==> src/rtl/rsg_pkg.sv <==
// Shared phase encoding for the ready/set/going sequencer and its downstream
// phase decoder.
package rsg_pkg;

  localparam int PH_READY_BIT = 0;
  localparam int PH_SET_BIT   = 1;
  localparam int PH_GOING_BIT = 2;

  typedef enum logic [2:0] {
    PH_IDLE  = 3'b000,
    PH_READY = 3'b001,
    PH_SET   = 3'b010,
    PH_GOING = 3'b100
  } phase_t;

endpackage : rsg_pkg

==> src/rtl/rsg_dwell_counter.sv <==
// Loadable down-counter that measures phase dwell time; saturates at zero.
module dwell_counter #(
  parameter int CNT_W = 8
) (
  input  logic             clk,
  input  logic             rst_n,
  input  logic             load,
  input  logic [CNT_W-1:0] load_val,
  input  logic             en,
  output logic             zero
);

  logic [CNT_W-1:0] cnt_d, cnt_q;

  // NOTE: a default assignment first keeps every path assigned, so no latch is inferred.
  always_comb begin
    cnt_d = cnt_q;
    if (load) begin
      cnt_d = load_val;
    end else if (en && (cnt_q != '0)) begin
      cnt_d = cnt_q - 1'b1;
    end
  end

  // NOTE: sequential state uses non-blocking assignments so every flop samples pre-edge values.
  always_ff @(posedge clk or negedge rst_n) begin
    if (!rst_n) cnt_q <= '0;
    else        cnt_q <= cnt_d;
  end

  assign zero = (cnt_q == '0);

endmodule : dwell_counter

==> src/rtl/rsg_sequencer.sv <==
// Timed IDLE -> READY -> SET -> GOING -> IDLE phase sequencer with hold/stop
// and registered one-cycle done/aborted pulses.
module rsg_sequencer
  import rsg_pkg::*;
#(
  parameter int READY_CYCLES = 4,
  parameter int SET_CYCLES   = 4,
  parameter int GOING_CYCLES = 8,
  parameter int CNT_W        = 8
) (
  input  logic       clk,
  input  logic       rst_n,
  input  logic       start,
  input  logic       stop,
  input  logic       hold,
  output logic [2:0] current_state,
  output logic       busy,
  output logic       done,
  output logic       aborted
);

  if (READY_CYCLES < 1 || READY_CYCLES >= 2**CNT_W) begin : g_bad_ready
    $error("READY_CYCLES out of range");
  end
  if (SET_CYCLES < 1 || SET_CYCLES >= 2**CNT_W) begin : g_bad_set
    $error("SET_CYCLES out of range");
  end
  if (GOING_CYCLES < 0 || GOING_CYCLES >= 2**CNT_W) begin : g_bad_going
    $error("GOING_CYCLES out of range");
  end

  // Counter reload values: the phase advances on the edge after the counter reads zero.
  localparam logic [CNT_W-1:0] READY_LD = CNT_W'(READY_CYCLES - 1);
  localparam logic [CNT_W-1:0] SET_LD   = CNT_W'(SET_CYCLES - 1);
  localparam logic [CNT_W-1:0] GOING_LD = (GOING_CYCLES == 0) ? '0 : CNT_W'(GOING_CYCLES - 1);

  phase_t           phase_d, phase_q;
  logic             busy_d, busy_q;
  logic             done_d, done_q;
  logic             aborted_d, aborted_q;
  logic             cnt_load, cnt_en, cnt_zero;
  logic [CNT_W-1:0] cnt_ld_val;

  dwell_counter #(.CNT_W(CNT_W)) u_dwell (
    .clk      (clk),
    .rst_n    (rst_n),
    .load     (cnt_load),
    .load_val (cnt_ld_val),
    .en       (cnt_en),
    .zero     (cnt_zero)
  );

  always_comb begin
    phase_d    = phase_q;
    done_d     = 1'b0;
    aborted_d  = 1'b0;
    cnt_load   = 1'b0;
    cnt_ld_val = '0;
    cnt_en     = 1'b0;

    if (phase_q == PH_IDLE) begin
      if (start && !stop) begin
        phase_d    = PH_READY;
        cnt_load   = 1'b1;
        cnt_ld_val = READY_LD;
      end
    end else if (stop) begin
      phase_d   = PH_IDLE;
      aborted_d = 1'b1;
    end else if (!hold) begin
      case (phase_q)
        PH_READY: begin
          if (cnt_zero) begin
            phase_d    = PH_SET;
            cnt_load   = 1'b1;
            cnt_ld_val = SET_LD;
          end else begin
            cnt_en = 1'b1;
          end
        end
        PH_SET: begin
          if (cnt_zero) begin
            phase_d    = PH_GOING;
            cnt_load   = 1'b1;
            cnt_ld_val = GOING_LD;
          end else begin
            cnt_en = 1'b1;
          end
        end
        PH_GOING: begin
          // A zero GOING dwell means run until stopped.
          if (GOING_CYCLES != 0) begin
            if (cnt_zero) begin
              phase_d = PH_IDLE;
              done_d  = 1'b1;
            end else begin
              cnt_en = 1'b1;
            end
          end
        end
        default: phase_d = PH_IDLE;
      endcase
    end

    busy_d = (phase_d != PH_IDLE);
  end

  always_ff @(posedge clk or negedge rst_n) begin
    if (!rst_n) begin
      phase_q   <= PH_IDLE;
      busy_q    <= 1'b0;
      done_q    <= 1'b0;
      aborted_q <= 1'b0;
    end else begin
      phase_q   <= phase_d;
      busy_q    <= busy_d;
      done_q    <= done_d;
      aborted_q <= aborted_d;
    end
  end

  assign current_state = phase_q;
  assign busy          = busy_q;
  assign done          = done_q;
  assign aborted       = aborted_q;

endmodule : rsg_sequencer

==> config.mk <==
export PLATFORM = sky130hd
export DESIGN_NAME = rsg_sequencer
export DESIGN_NICKNAME = d
export VERILOG_FILES = /design/src/rtl/rsg_pkg.sv /design/src/rtl/rsg_dwell_counter.sv /design/src/rtl/rsg_sequencer.sv
export SDC_FILE = /design/constraint.sdc
export NUM_CORES = 1
export LEC_CHECK = 0
export ABC_AREA = 1
export CORE_ASPECT_RATIO = 0.75
export CORE_MARGIN = 3
export CORE_UTILIZATION = 35
export DETAILED_ROUTE_END_ITERATION = 10
export GPL_TIMING_DRIVEN = 0
export PLACE_DENSITY_LB_ADDON = 0.05
export SETUP_SLACK_MARGIN = 0.15
export SYNTH_ARGS = -nofsm -noshare
export SYNTH_HDL_FRONTEND = slang
export SYNTH_HIERARCHICAL = 1
export SYNTH_SLANG_ARGS = --single-unit
export TNS_END_PERCENT = 1
==> constraint.sdc <==
create_clock -name clk -period 2.5 [get_ports clk]
set_input_delay 0.5 -clock clk [delete_from_list [all_inputs] [get_ports clk]]
set_output_delay 0.5 -clock clk [all_outputs]
set_load 0.01 [all_outputs]
==> summary.md <==
| Metric | Value |
|---|---|
| Ports | `11` |
| Psw | `~540 uW` |
| Non-Filler Instances | `202` |
| Area leader, netlist | `dfrtp_1` |
| FF/Latch Area | `roughly 350 sq um` |
| Die Span Y | `52.26 um` |
| CTS root buf | `clkbuf_8` |
| Remaining DRCs | `0` |
| Number of clock sinks | `14` |
| IO Port Bufs | `10` |
| TritonCTS buffer count | `3` |
| Worst Setup End Kind | `flip-flop` |
| Cell Chain, Critical Path | `inv_1 -> ha_1 -> nand2_1 -> nor2_4 -> nand4_2 -> o22ai_2 -> inv_1 -> nand2_4 -> clkinv_2 -> nand2_1 -> nand2_1` |
| Share of cells above drive strength 1 | `between 10% and 20%` |
| Die area | `between 3000 and 4000 sq um` |
| Post-route ant nets | `0` |
| GRT met2 Usage | `20.03%` |
| Comb pwr share | `49.4%` |
| Later-pin clock latency in the skew report | `0.25 ns` |
| Largest net degree at the start of global routing | `15` |
| Static leakage | `0.0006078 uW` |
| CORE AREA | `approximately 2700 sq um` |
| Crit Path Class | `reg -> reg` |
| Setup crit start kind | `flip-flop` |
| Placed Area | `1159 sq um` |
| Post-Synthesis Cells | `approximately 150` |
| CP peak stage delay | `roughly 0.37 ns` |
| Max IR drop VDD | `407.4 uV` |
| Total gr overflow | `0` |
| Final Hold Viols | `0` |
| Clock skew | `0.006215 ns` |
| Number of hold buffers added after CTS | `0` |
| Sequential share of the synthesized area | `a little over a third` |
| CTS tree | `built` |
| Power share of the sequential group | `32.2%` |
| Die Wd | `67.68 um` |
| Final layout net count | `174` |
| Final Setup Violations | `0` |
| Mean Syn Cell Area | `between 6 and 7 sq um` |
| Worst Max-Slew Pin Slew | `~0.64 ns` |
| Status | `completed` |
| WL final | `2235 um` |
| Antenna violations before repair | `0` |
| Distinct cells, synth | `25` |
| Vias per cell | `4.604` |
| Fillers | `280` |
| Initial core utilization | `37.50%` |
| Sum Neg Setup Slack | `0 ns` |
| Total power | `1210 uW` |
| RSZ-0062 raised after global routing | `true` |
| Crit path time final | `2.135 ns` |
| Met3 Use GR | `4.506%` |
| Global routing's busiest layer | `met1` |
| Synth top area share | `35.09%` |
| Syn. warnings | `6` |
| GRT Resource Usage Total | `15.18%` |
| P&R area growth vs syn | `23.06%` |
| Post-DP HPWL | `1739 um` |
| Grt met1 use | `23.28%` |
| Gpl congestion | `0.8241` |
| Crit path buf inv count | `3` |
| Critical Path RT | `about 2.6 ns` |
| Rel. slew slack | `between 50% and 60%` |
| DR iter-0 viols | `33` |
| Placed cell count | `198` |
| Int Power | `about 670 uW` |
| FF-to-FF setup slack | `0.37 ns` |
| Final Max Tran Viols | `0` |
| CP most frequent cell | `nand2_1` |
| Fin area | `1229 sq um` |
| DR WL/cell | `11.06 um` |
| First-pass GRT wire length | `around 4000 um` |
| CTS max path bufs | `2` |
| Crit-path leading delay family | `simple AND/OR/NAND/NOR gates` |
| Multi-input logic area | `between 500 and 600 sq um` |
| Number of max-cap violations | `0` |
| Vias in the first global route | `871` |
| CP max FO | `8` |
| Fmax | `468.4 MHz` |
| PwrDens | `984.4 nW/um^2` |
| Critical path's slowest cell | `dfrtp_1` |
| H-tree Lvls | `1` |
| CP arrival | `2.27 ns` |
| Hold/Removal Path Class | `reg -> reg` |
| Seq cells post-synth | `14` |
| Net Sw Frac | `44.92%` |
| DRT Pass-1 Iters | `4` |
| Final period util | `a little under nine tenths` |
| Synth area leaders | `dfrtp_1 (35%), nand2_1 (18%), nand3_1 (10%)` |
| CTS clk-pin slew, worst paths | `0.06 ns` |
| Antenna diodes | `0` |
| Clock Power Share | `a little under a fifth` |
| Cell Area, Synth | `998.5 sq um` |
| # rows | `16` |
| Routed vias | `between 900 and 1000` |
## power groups by stage
| stage | Sequential (uW) | Combinational [uW] | Clock, uW |
|---|---|---|---|
| floorplan | 380 | 439 | 0 |
| global placement | 389 | 573 | 0 |
| detailed placement | 391 | 578 | 0 |
| CTS | 387 | 587 | 231 |
| global route | 398 | 694 | 246 |
| finish | 389 | 597 | 223 |
## final timing paths
path / from / to / cells after the start
worst max-delay path: u_dwell/cnt_q[0] / u_dwell/cnt_q[3] / 11
worst min-delay path: u_dwell/cnt_q[0] / u_dwell/cnt_q[0] / 3
worst max register to register: u_dwell/cnt_q[0] / u_dwell/cnt_q[3] / 11
worst min register to register: u_dwell/cnt_q[0] / u_dwell/cnt_q[0] / 3
max in group asynchronous: rst_n / current_state[1] / 1
min in group asynchronous: rst_n / done / 1
## cell usage after synthesis, drive strengths merged
| cell | instances |
|---|---|
| nor2 | 20 |
| dfrtp | 14 |
| o21ai | 7 |
| nand4 | 3 |
| conb | 1 |
| clkbuf | 1 |
| xnor2 | 1 |
| a21oi | 2 |
| nor3 | 2 |
| ha | 2 |
| o22ai | 2 |
| nand3 | 21 |
| nand2 | 51 |
| inv | 20 |
| clkinv | 1 |
## routing by layer
layer	vias to the layer above	share of wire, %
met1	410	57
met3	2	4.5
met5	-	0
li1	502	-
met4	0	0.54
met2	16	38
## placed cells by master, fill, tap and decap left out, types with 2 or more instances in the layout
cell type,netlist,final
nand2_2,2,2
o21ai_0,4,4
nor2_1,17,16
nor3_2,2,2
clkdlybuf4s50_1,0,10
inv_1,18,18
conb_1,1,5
nand2_1,47,47
ha_1,2,2
nor2_4,1,2
nand2_4,2,2
inv_2,2,2
nor2_2,2,2
clkbuf_8,0,4
dfrtp_1,14,14
o21ai_1,2,2
nand3_1,20,20
nand4_1,2,2
## per-stage QoR
stage          hold slack (ns)  util [%]  setup WS [ns]
2_1_floorplan           0.2044         -         0.3467
3_3_place_gp            0.5472     43.52       -0.09020
3_5_place_dp            0.5543     43.52        -0.1126
4_1_cts                 0.5628     45.72         0.1571
5_1_grt                 0.5910     46.15         0.1385
6_report                0.5532     46.15         0.3651
## layout make-up
class | instances | share of cell area, %
timing repair buffer | 10 | 8.147
inverter | 21 | 6.517
clock buffer | 4 | 4.481
tap | 36 | 3.666
multi-input combinational | 116 | 48.27
sequential | 14 | 28.51
buffer | 1 | 0.4073
## logic make-up after synthesis
family	synth area share [%]
other cells	0.3756
fa+ha+maj	2.506
buf+inv	8.395
simple gates	45.49
flops	35.09
compound gates	7.268
xor+xnor	0.8774
## worst register-to-register path: stages (launching register included)
cell	delay, ns
dfrtp_1	0.37
inv_1	0.18
ha_1	0.19
nand2_1	0.13
nor2_4	0.23
nand4_2	0.19
o22ai_2	0.19
inv_1	0.20
nand2_4	0.17
clkinv_2	0.08
nand2_1	0.06
nand2_1	0.05
## state kept, by name (all words and copies together), names as in the netlist
signal,count
aborted,1
busy,1
current_state,3
done,1
u_dwell/cnt_q,8
## timing repair
action,CTS,global route
endpoints found under the setup margin,7,8
setup buffers,0,0
resized for setup,2,2
No activity file was read; power rests on OpenSTA's default activity.
